<file path="config.mk">
export PLATFORM = sky130hd
export DESIGN_NAME = bus_window_multi
export DESIGN_NICKNAME = d
export VERILOG_FILES = /design/src/rtl/bus_window_multi.sv
export SDC_FILE = /design/constraint.sdc
export NUM_CORES = 1
export LEC_CHECK = 0
export CORE_AREA = 5 5 213 215
export CTS_CLUSTER_DIAMETER = 40
export DETAILED_ROUTE_END_ITERATION = 8
export DIE_AREA = 0 0 218 220
export GPL_ROUTABILITY_DRIVEN = 0
export GPL_TIMING_DRIVEN = 1
export PLACE_DENSITY = 0.65
export SETUP_SLACK_MARGIN = 0.05
export SLEW_MARGIN = 20
export SYNTH_ARGS = -nofsm -noshare
export SYNTH_HDL_FRONTEND = slang
export SYNTH_SLANG_ARGS = --single-unit
export TNS_END_PERCENT = 30
</file>
<file path="constraint.sdc">
create_clock -name bus_clk -period 2.9 [get_ports bus_clk]
set_input_delay 0.435 -clock bus_clk [delete_from_list [all_inputs] [get_ports bus_clk]]
set_output_delay 0.435 -clock bus_clk [all_outputs]
set_load 0.1 [all_outputs]
</file>
<file path="src/rtl/bus_window_multi.sv">
// N-way addressing window: decodes parent-bus accesses against NUM_WIN base/size
// pairs, forwards them registered to one sub-bus and retires hung accesses by timeout.
module bus_window_multi #(
  parameter int                    NUM_WIN       = 4,
  parameter logic [NUM_WIN*32-1:0] BASE_ADDRS    = {32'h300, 32'h200, 32'h100, 32'h000},
  parameter logic [NUM_WIN*8-1:0]  ADDRWIDTHS    = {8'd8, 8'd8, 8'd8, 8'd8},
  parameter int                    TIMEOUT       = 255,
  parameter logic [31:0]           TIMEOUT_DATA  = 32'hDEAD_BEEF,
  localparam int                   BUS_IN_WIDTH  = 72,
  localparam int                   BUS_OUT_WIDTH = 35
) (
  input  logic                             bus_clk,
  input  logic                             bus_reset_l,
  input  logic [BUS_IN_WIDTH-1:0]          bus_in,
  output logic [BUS_OUT_WIDTH-1:0]         bus_out,
  output logic [NUM_WIN*BUS_IN_WIDTH-1:0]  sub_bus_in,
  input  logic [NUM_WIN*BUS_OUT_WIDTH-1:0] sub_bus_out,
  output logic                             busy,
  output logic                             timeout_pulse,
  output logic                             drop_pulse,
  output logic [7:0]                       timeout_count
);

  localparam int SEL_W = (NUM_WIN > 1) ? $clog2(NUM_WIN) : 1;

  // Request layout: {BE[3:0], WR_DATA[31:0], ADDR[31:0], WR_REQ, RD_REQ, RESET_L, CLK}
  // Return layout:  {RD_DATA[31:0], RD_ACK, WR_ACK, IRQ}
  localparam int BI_RD    = 2;
  localparam int BI_WR    = 3;
  localparam int BI_ADDR  = 4;
  localparam int BI_WDATA = 36;
  localparam int BI_BE    = 68;
  localparam int BO_IRQ   = 0;
  localparam int BO_WACK  = 1;
  localparam int BO_RACK  = 2;
  localparam int BO_RDATA = 3;

  typedef enum logic {IDLE, BUSY} state_t;

  logic        p_rd, p_wr;
  logic [31:0] p_addr, p_wdata;
  logic [3:0]  p_be;
  logic        unused_parent_bits;

  assign p_rd               = bus_in[BI_RD];
  assign p_wr               = bus_in[BI_WR];
  assign p_addr             = bus_in[BI_ADDR +: 32];
  assign p_wdata            = bus_in[BI_WDATA +: 32];
  assign p_be               = bus_in[BI_BE +: 4];
  assign unused_parent_bits = ^bus_in[1:0];

  logic [NUM_WIN-1:0] s_irq, s_wack, s_rack;
  logic [31:0]        s_rdata [NUM_WIN];

  state_t             state;
  logic [SEL_W-1:0]   sel;
  logic               kind_rd;
  logic [15:0]        cnt;
  logic [NUM_WIN-1:0] sub_rd, sub_wr;
  logic [31:0]        sub_addr  [NUM_WIN];
  logic [31:0]        sub_wdata [NUM_WIN];
  logic [3:0]         sub_be    [NUM_WIN];
  logic               irq_q, wr_ack_q, rd_ack_q;
  logic [31:0]        rd_data_q;

  for (genvar g = 0; g < NUM_WIN; g++) begin : g_win
    assign s_irq[g]   = sub_bus_out[g*BUS_OUT_WIDTH + BO_IRQ];
    assign s_wack[g]  = sub_bus_out[g*BUS_OUT_WIDTH + BO_WACK];
    assign s_rack[g]  = sub_bus_out[g*BUS_OUT_WIDTH + BO_RACK];
    assign s_rdata[g] = sub_bus_out[g*BUS_OUT_WIDTH + BO_RDATA +: 32];
    assign sub_bus_in[g*BUS_IN_WIDTH +: BUS_IN_WIDTH] =
      {sub_be[g], sub_wdata[g], sub_addr[g], sub_wr[g], sub_rd[g], bus_reset_l, bus_clk};
  end

  assign bus_out = {rd_data_q, rd_ack_q, wr_ack_q, irq_q};
  assign busy    = (state == BUSY);

  function automatic logic [31:0] win_mask(input int i);
    logic [63:0] m;
    m = (64'd1 << ADDRWIDTHS[8*i +: 8]) - 64'd1;
    return m[31:0];
  endfunction

  function automatic logic [31:0] win_base(input int i);
    return BASE_ADDRS[32*i +: 32];
  endfunction

  logic             hit;
  logic [SEL_W-1:0] hit_idx;
  logic [31:0]      fwd_addr;

  // NOTE: every always_comb output gets a default first so no path leaves it unassigned (no latch).
  always_comb begin
    hit      = 1'b0;
    hit_idx  = '0;
    fwd_addr = '0;
    // Scan downwards so the lowest matching index is the one left standing.
    for (int i = NUM_WIN - 1; i >= 0; i--) begin
      if ((p_addr & ~win_mask(i)) == (win_base(i) & ~win_mask(i))) begin
        hit      = 1'b1;
        hit_idx  = SEL_W'(i);
        fwd_addr = (win_base(i) & ~win_mask(i)) | (p_addr & win_mask(i));
      end
    end
  end

  // NOTE: sequential state uses non-blocking assignments so every register samples pre-edge values.
  always_ff @(posedge bus_clk or negedge bus_reset_l) begin
    if (!bus_reset_l) begin
      state         <= IDLE;
      sel           <= '0;
      kind_rd       <= 1'b0;
      cnt           <= '0;
      sub_rd        <= '0;
      sub_wr        <= '0;
      irq_q         <= 1'b0;
      wr_ack_q      <= 1'b0;
      rd_ack_q      <= 1'b0;
      rd_data_q     <= '0;
      timeout_pulse <= 1'b0;
      drop_pulse    <= 1'b0;
      timeout_count <= '0;
      // NOTE: these per-window arrays drive output ports, so they are reset like any other register.
      for (int i = 0; i < NUM_WIN; i++) begin
        sub_addr[i]  <= '0;
        sub_wdata[i] <= '0;
        sub_be[i]    <= '0;
      end
    end else begin
      sub_rd        <= '0;
      sub_wr        <= '0;
      wr_ack_q      <= 1'b0;
      rd_ack_q      <= 1'b0;
      rd_data_q     <= '0;
      timeout_pulse <= 1'b0;
      drop_pulse    <= 1'b0;
      irq_q         <= |s_irq;

      case (state)
        IDLE: begin
          if (hit && (p_rd || p_wr)) begin
            sub_rd[hit_idx]    <= p_rd;
            sub_wr[hit_idx]    <= p_wr & ~p_rd;
            sub_addr[hit_idx]  <= fwd_addr;
            sub_wdata[hit_idx] <= p_wdata;
            sub_be[hit_idx]    <= p_be;
            sel                <= hit_idx;
            kind_rd            <= p_rd;
            cnt                <= '0;
            state              <= BUSY;
            drop_pulse         <= p_rd & p_wr;
          end
        end
        BUSY: begin
          if (hit && (p_rd || p_wr)) drop_pulse <= 1'b1;
          // A real ack on the timeout cycle takes priority over forced completion.
          if (kind_rd && s_rack[sel]) begin
            rd_ack_q  <= 1'b1;
            rd_data_q <= s_rdata[sel];
            state     <= IDLE;
          end else if (!kind_rd && s_wack[sel]) begin
            wr_ack_q <= 1'b1;
            state    <= IDLE;
          end else if (cnt == 16'(TIMEOUT)) begin
            rd_ack_q      <= kind_rd;
            wr_ack_q      <= ~kind_rd;
            rd_data_q     <= kind_rd ? TIMEOUT_DATA : 32'h0;
            timeout_pulse <= 1'b1;
            if (timeout_count != 8'hFF) timeout_count <= timeout_count + 8'd1;
            state         <= IDLE;
          end else begin
            cnt <= cnt + 16'd1;
          end
        end
        default: state <= IDLE;
      endcase
    end
  end

endmodule

</file>
==> results of run 1 <==
## timing repair
action                                  CTS  global route
gates resized for setup                   4             0
endpoints found under the hold margin    55             0
hold buffers                              1             0
endpoints found under the setup margin    4             0
## power by group
group | internal [mW] | total (mW) | switching (mW) | leakage, nW
registers | 3.59 | 3.59 | 0.000100 | 3.57
logic | 0.302 | 0.987 | 0.685 | 4.38
clock network | 3.56 | 6.07 | 2.51 | 0.814
## cells by family after synthesis
kind of cell	Yosys count	synth area share [%]
mux	217	24.7
xor+xnor	13	0.999
buf+inv	146	8.16
fa+ha+maj	2	0.220
compound gates	42	2.71
other cells	1	0.0329
simple gates	131	6.75
flops	257	56.4
## cell type report
type / instances / area, µm² / share of cell area (%)
inverters: 6 / 22.5 / 0.129
well taps: 592 / 741 / 4.23
flip-flops and latches: 257 / 6430 / 36.8
multi-input cells: 493 / 4380 / 25.0
clock inverters: 34 / 293 / 1.67
clock buffers: 61 / 1390 / 7.93
diodes: 1 / 2.50 / 0.0143
repair buffers: 476 / 4230 / 24.2
## layout by cell type, fill, tap and decap left out, drive strengths merged, types with 2 or more instances in the layout
cell,instances
dlygate4sd2,4
nand3,15
nor3,5
and2,13
a21o,2
and4,5
or4,3
a211o,4
o22ai,2
nand3b,3
mux2i,3
ha,2
nand2,15
mux4,33
o21a,24
clkinvlp,8
nor4,15
buf,265
clkbuf,57
nor2,23
clkinv,11
clkdlybuf4s50,210
nand4,7
inv,20
mux2,181
conb,88
a21oi,2
xnor2,7
o21ai,3
nand2b,7
xor2,6
o31ai,2
and3,12
nor4b,4
dfrtp,257
## per-layer routing
metal | part of all wire, % | vias to the layer above | GRT usage (%)
met5 | 0 | - | 0
met4 | 3.0 | 0 | 5.53
met3 | 7.2 | 73 | 4.59
met2 | 49 | 291 | 24.3
met1 | 41 | 4213 | 19.2
li1 | - | 3684 | -
## metrics by stage
step,setup slack (ns),utilization (%),cell area [µm²],instances,power [mW]
after CTS,0.159,40.2,17500,1919,10.8
final,0.166,40.2,17500,1920,10.6
after detailed placement,0.00171,36.4,15800,1827,5.18
after global placement,0.0474,36.4,15800,1827,5.17
after global routing,0.155,40.2,17500,1919,11.1
after floorplan,0.356,-,11700,896,4.84
## sequential cells by signal (all words and copies together) (netlist names)
signal,count
cnt,16
rd_data_q,32
timeout_pulse,1
sel,2
sub_wr,4
sub_bus_in,184
sub_rd,4
timeout_count,8
kind_rd,1
drop_pulse,1
rd_ack_q,1
wr_ack_q,1
irq_q,1
busy,1
## critical path, cell delays in order
cell and delay (ns):
clkbuf_16 0.13, clkbuf_16 0.13, dlygate4sd2_1 0.58
## how the worst max path moves through the flow
stage	slack, ns	to	cells past startpoint	start
4_1_cts	0.16	sub_bus_in[0]	3	bus_clk
2_1_floorplan	0.36	sub_bus_in[108]	6	busy
5_1_grt	0.15	sub_bus_in[0]	3	bus_clk
6_report	0.17	sub_bus_in[0]	3	bus_clk
3_5_place_dp	0.002	cnt[14]	6	sub_bus_out[107]
3_3_place_gp	0.05	cnt[14]	6	sub_bus_out[2]
==> results.md, run 1 <==
* Status: finished clean
* Top cell type by total area after synthesis: dfrtp_1
* Clk_skew at 0.0150 ns
* Total grt overflow at 0
* Initial antenna violation count at 2
* Post-synthesis cell count at 809
* Worst EP required at 2.47 ns
* Reg2reg path depth at 5
* Count leader, synth: dfrtp_1
* Pins Over Slew Limit at 0
* Fill cells at 4115
* Setup TNS at 0 ns
* GRT Total Usage at 15.1%
* Static power due to leakage at 8.77 nW
* Critical Path AT at 2.30 ns
* P&R area growth vs syn at 53.5%
* Post-synthesis cell type count at 44
* YS warnings at 0
* Die area at 48000 µm²
* Rows at 77
* Pwr/cell area at 609 nW/µm²
* DRT iter0 DRCs at 389
* Total setup buffers inserted after CTS at 0
* HPWL Detailed at 27300 µm
* Layout cells sized above 1 at 43.5%
* Max VDD drop at 0.000923 V
* Mapped Area at 11400 µm²
* TritonCTS clock tree: done
* DR vias at 8261
* Most frequent cells after synthesis: dfrtp_1 (257), mux2_2 (181), buf_4 (99), mux4_2 (33), clkbuf_1 (30)
* First-pass GRT wire length at 55500 µm
* RR Endpoint: cnt[14]
* Via/cell ratio at 4.30
* Worst setup SP type: clock port
* Avg Cell Area, Syn at 14.1 µm²
* Synth top area share at 56.4%
* Share of synthesized registers carrying an async set or reset at 100%
* Core area at 43500 µm²
* Port buffer count at 457
* R2r startpoint: sel[0]
* Number of global-route vias before repair at 8937
* Worst slew pin tran at 0.960 ns
* Synth Register Bits at 257
* I/O pin count at 548
* Worst-path fanout max at 2
* DR WL/cell at 19.5 µm
* Clock insertion delay at the later pin of the skew report at 0.66 ns
* Register area share after synthesis at 56.4%
* Fin. Hold Viols at 0
* Worst hold-check path type: primary input to async pin
* First-pass detailed-route iteration total at 4
* Largest net degree at the start of global routing at 95
* Clock Pin Slew Worst Setup and Hold Paths at 0.05 ns
* Remaining DRCs at 0
* Hold_ws at 0.325 ns
* Relative slew slack at 36.2%
* Most used DFF post-synth: dfrtp_1
* RSZ-0062 raised after global routing: false
* Main area contributors after synthesis: dfrtp_1 (56%), mux2_2 (18%), buf_4 (6.5%)
* Critical path class: clock port to output pin
* # nets final at 1505
* Die height at 220 µm
* # setup viols final at 0
* Antenna viol nets, final at 0
* CP Capture Type: output pin
* Max-capacitance violation count at 0
* Die Wd at 218 µm
* R2R setup slack at 0.43 ns
* Number of synthesized flops with an enable pin at 0
* Starting Density at 26.2%
* Routed Wire Length at 37400 µm
(Power assumes the default switching activity.)
==> run 2: changes to the inputs <==
PLACE_DENSITY = 0.67   (was 0.65)
clock period = 2.5 ns   (was 2.9 ns; I/O delays follow)
==> results.md, run 2 (same netlist as run 1, synthesis figures left out) <==
* Port buffer count at 457
* TritonCTS clock tree: done
* Seq pwr share at 32.3%
* CP Capture Type: output pin
* Multi-input gate area at 4400 µm²
* Worst slew pin tran at 0.956 ns
* # nets final at 1530
* Metal3 WL at 2610 µm
* Clock power frac at 58.6%
* Critical Path AT at 2.09 ns
* Die area at 48000 µm²
* Fill cells at 4071
* Critical path class: clock port to output pin
* Top sig layer: met4
* DR WL/cell at 19.3 µm
* Static power due to leakage at 8.98 nW
* Layout cells sized above 1 at 45.1%
* M1 WL at 15600 µm
* Max VDD drop at 0.00178 V
* Final core occ at 41.0%
* Initial antenna violation count at 0
* P&R area growth vs syn at 56.9%
* HPWL Detailed at 28000 µm
* Clk_skew at 0.0213 ns
* Clock Pin Slew Worst Setup and Hold Paths at 0.05 ns
* Antenna viol nets, final at 0
* I/O pin count at 548
* Largest net degree at the start of global routing at 83
* Placed cell count at 1851
* Number of global-route vias before repair at 8880
* Worst hold-check path type: primary input to async pin
* Core area at 43500 µm²
* Routed Wire Length at 37500 µm
* Worst setup SP type: clock port
* First-pass detailed-route iteration total at 4
* Die height at 220 µm
* Hold_ws at 0.231 ns
* Worst EP required at 2.12 ns
* Switch share at 28.9%
* Pwr/cell area at 721 nW/µm²
* Rows at 77
* Pins Over Slew Limit at 0
* RSZ-0062 raised after global routing: true
* Fin. Hold Viols at 0
* P_sw at 3.72 mW
* Remaining DRCs at 0
* Relative slew slack at 36.5%
* Die Wd at 218 µm
* FF+latch area at 6430 µm²
* Total grt overflow at 0
* Max reg flops at 184
* Clock insertion delay at the later pin of the skew report at 0.68 ns
* R2R setup slack at 0.09 ns
* Non-Filler Instances at 1947
* Worst-path fanout max at 2
* Routed met2 length at 18400 µm
* DRT iter0 DRCs at 418
* Most frequent cells in the layout: buf_4 (275), dfrtp_1 (255), clkdlybuf4s50_1 (210), mux2_2 (181), conb_1 (88)
* Combinational share of power at 9.1%
* GRT Total Usage at 14.9%
* Via/cell ratio at 4.29
* Max-capacitance violation count at 0
* Status: finished clean
* # setup viols final at 0
* P_int at 9.16 mW
* First-pass GRT wire length at 54800 µm
* Commonest non-fill, non-tap cell in the layout: buf_4
* DR vias at 8352
* Starting Density at 26.2%
==> run 2: cell count changes in the layout (fill, tap and decap cells not counted), sizes merged <==
cell         before  now
inv              20   16
diode             1    2
dlygate4sd2       4    3
clkinv           11   17
bufinv            1    6
clkinvlp          8    3
clkbuf           57   58
buf             265  289
==> run 2: power by group through the flow <==
stage	clock (mW)	combinational, mW	sequential, mW
after floorplan	0.604	0.771	4.24
after detailed placement	0.628	1.17	4.24
final	7.54	1.17	4.17
after global routing	7.94	1.23	4.16
after global placement	0.628	1.17	4.24
after CTS	7.74	1.18	4.17
==> run 2: through the flow <==
step | instance area (µm²) | worst slack, ns | setup TNS, ns | total power [mW]
after floorplan | 11700 | 0.0728 | 0 | 5.61
after global placement | 16100 | -0.373 | -46.37 | 6.03
after detailed placement | 16100 | -0.388 | -53.48 | 6.04
after CTS | 17900 | 0.0217 | 0 | 13.1
after global routing | 17900 | 0.0145 | 0 | 13.3
final | 17900 | 0.0308 | 0 | 12.9
==> run 2: path summary, 6_finish.rpt <==
kind | from | endpoint | cells after the start
worst max-delay path | bus_clk | sub_bus_in[72] | 3
worst min-delay path | bus_reset_l | timeout_count[5] | 2
worst max register to register | sel[0] | cnt[14] | 5
worst min register to register | sub_bus_in[228] | sub_bus_in[228] | 1
max in group asynchronous | bus_reset_l | sub_bus_in[69] | 3
min in group bus_clk | sub_bus_out[105] | irq_q | 2
==> run 2: final cells by class <==
cell class	count	share of cell area, %
Clock buffer	61	7.73
Clock inverter	36	2.42
Antenna cell	2	0.0280
Multi-Input combinational cell	493	24.6
Sequential cell	257	36.0
Timing Repair Buffer	500	24.9
Inverter	6	0.126
Tap cell	592	4.14
==> run 2: metal layers <==
layer | GRT usage, % | vias up
met1 | 19.0 | 4225
met4 | 6.01 | 0
li1 | - | 3760
met2 | 24.1 | 305
met5 | 0 | -
met3 | 4.30 | 62
==> run 2: timing repair <==
action / 4_1_cts / 5_1_grt
gates resized for setup: 5 / 5
hold buffers: 1 / 0
setup buffers: 0 / 0
setup endpoints to repair: 5 / 7
hold endpoints to repair: 62 / 0
==> run 2: worst max-delay path, stage by stage <==
cell           delay [ns]
clkbuf_16            0.13
clkbuf_16            0.13
dlygate4sd2_1        0.58
==> run 3: changes to the inputs <==
CAP_MARGIN = 20   (was not set)
SKIP_CTS_REPAIR_TIMING = 1   (was not set)
==> results.md, run 3 (same netlist as run 1, synthesis figures left out) <==
* DR vias at 8368
* Clock insertion delay at the later pin of the skew report at 0.68 ns
* HPWL Detailed at 28000 µm
* Reg2reg path depth at 5
* Via/cell ratio at 4.30
* Die height at 220 µm
* Most frequent cells in the layout: buf_4 (275), dfrtp_1 (255), clkdlybuf4s50_1 (210), mux2_2 (181), conb_1 (88)
* Number of global-route vias before repair at 8884
* Max reg flops at 184
* Fmax at 0.414 GHz
* Non-Filler Instances at 1947
* First-pass detailed-route iteration total at 4
* Die area at 48000 µm²
* Worst EP required at 3.07 ns
* CP Capture Type: flip-flop
* Rows at 77
* Starting Density at 26.2%
* Remaining DRCs at 0
* Largest net degree at the start of global routing at 83
* GRT Total Usage at 15.0%
* Initial antenna violation count at 0
* Worst-path cell chain: mux4_2 > a22o_4 > or3_4 > or4_4 > a21oi_2
* Slowest stage cell, crit path: mux4_2
* Tmin final at 2.42 ns
* DR WL/cell at 19.3 µm
* Die Wd at 218 µm
* I/O pin count at 548
* Worst hold-check path type: primary input to async pin
* # nets final at 1530
* Critical path class: flip-flop to flip-flop
* Setup slack after layout at 0.0832 ns
* Fill cells at 4065
* DRT iter0 DRCs at 439
* First-pass GRT wire length at 54800 µm
* # setup viols final at 0
* Clk_skew at 0.0261 ns
* Layout cells sized above 1 at 45.0%
* Worst-path fanout max at 6
* Placed cell count at 1851
* Slowest stage delay, CP at 0.54 ns
* Final period util at 96.7%
* Fin. Hold Viols at 0
* P&R area growth vs syn at 57.0%
* Antenna viol nets, final at 0
* Max VDD drop at 0.00186 V
* Static power due to leakage at 9.01 nW
* Relative slew slack at 35.0%
* Pwr/cell area at 722 nW/µm²
* TritonCTS clock tree: done
* DP Worst Slack at -0.388 ns
* Core area at 43500 µm²
* Worst setup SP type: flip-flop
* Clock Pin Slew Worst Setup and Hold Paths at 0.05 ns
* RSZ-0062 raised after global routing: true
* Worst slew pin tran at 0.973 ns
* Total power at 12.9 mW
* Setup TNS at 0 ns
* Status: finished clean
* Critical Path AT at 2.99 ns
* Port buffer count at 457
* Total grt overflow at 0
* Pins Over Slew Limit at 0
* Routed Wire Length at 37600 µm
* Max-capacitance violation count at 0
* Commonest non-fill, non-tap cell in the layout: buf_4
[run 3: cell types whose count changed in the layout (fill, tap and decap cells not counted), sizes merged]
cell | before | now
dlygate4sd2 | 3 | 0
clkbuf | 58 | 57
dlymetal6s2s | 0 | 4
[run 3: final timing paths]
kind                             startpoint               end  slack [ns]
setup / recovery                     sel[0]           cnt[14]        0.08
hold / removal                  bus_reset_l  timeout_count[5]        0.24
setup reg to reg                     sel[0]           cnt[14]        0.08
hold reg to reg             sub_bus_in[228]   sub_bus_in[228]        0.47
max in group asynchronous       bus_reset_l    sub_bus_in[69]        1.31
min in group bus_clk       sub_bus_out[105]             irq_q        0.29
[run 3: cell type report]
class                           count  area, µm²  share of cell area [%]
Antenna cell                        2       5.00                  0.0280
Clock buffer                       61       1400                    7.83
Clock inverter                     36        433                    2.42
Inverter                            6       22.5                   0.126
Multi-Input combinational cell    493       4400                    24.6
Sequential cell                   257       6430                    36.0
Tap cell                          592        741                    4.14
Timing Repair Buffer              500       4450                    24.9
[run 3: worst max-delay path: cells and delay by family, from the launching register on]
family / cells / cell delay [ns]
AND/OR/NAND/NOR: 2 / 0.95
flip-flops: 1 / 0.39
AO/OA/AOI/OAI: 2 / 0.44
multiplexers: 1 / 0.54
[run 3: power breakdown]
| group | total (mW) | internal, mW | switching, mW |
|---|---|---|---|
| registers | 4.17 | 4.17 | 0.000164 |
| logic | 1.17 | 0.365 | 0.808 |
| clock network | 7.58 | 4.68 | 2.90 |
| total | 12.9 | 9.21 | 3.71 |
[run 3: metal layers]
metal / part of all wire [%] / global-route usage [%] / up-vias / wire, µm
met5: 0 / 0 / - / 0
met4: 2.5 / 6.01 / 0 / 932
met3: 7.2 / 4.30 / 60 / 2700
met2: 49 / 24.2 / 314 / 18400
met1: 41 / 19.0 / 4239 / 15500
li1: - / - / 3755 / -
[run 3: stage by stage]
stage | area (µm²) | utilization (%) | hold WS, ns
after floorplan | 11700 | - | 0.0794
after global placement | 16100 | 36.9 | 0.312
after detailed placement | 16100 | 36.9 | 0.315
after CTS | 17800 | 41.0 | -0.404
after global routing | 17900 | 41.1 | 0.232
final | 17900 | 41.1 | 0.237
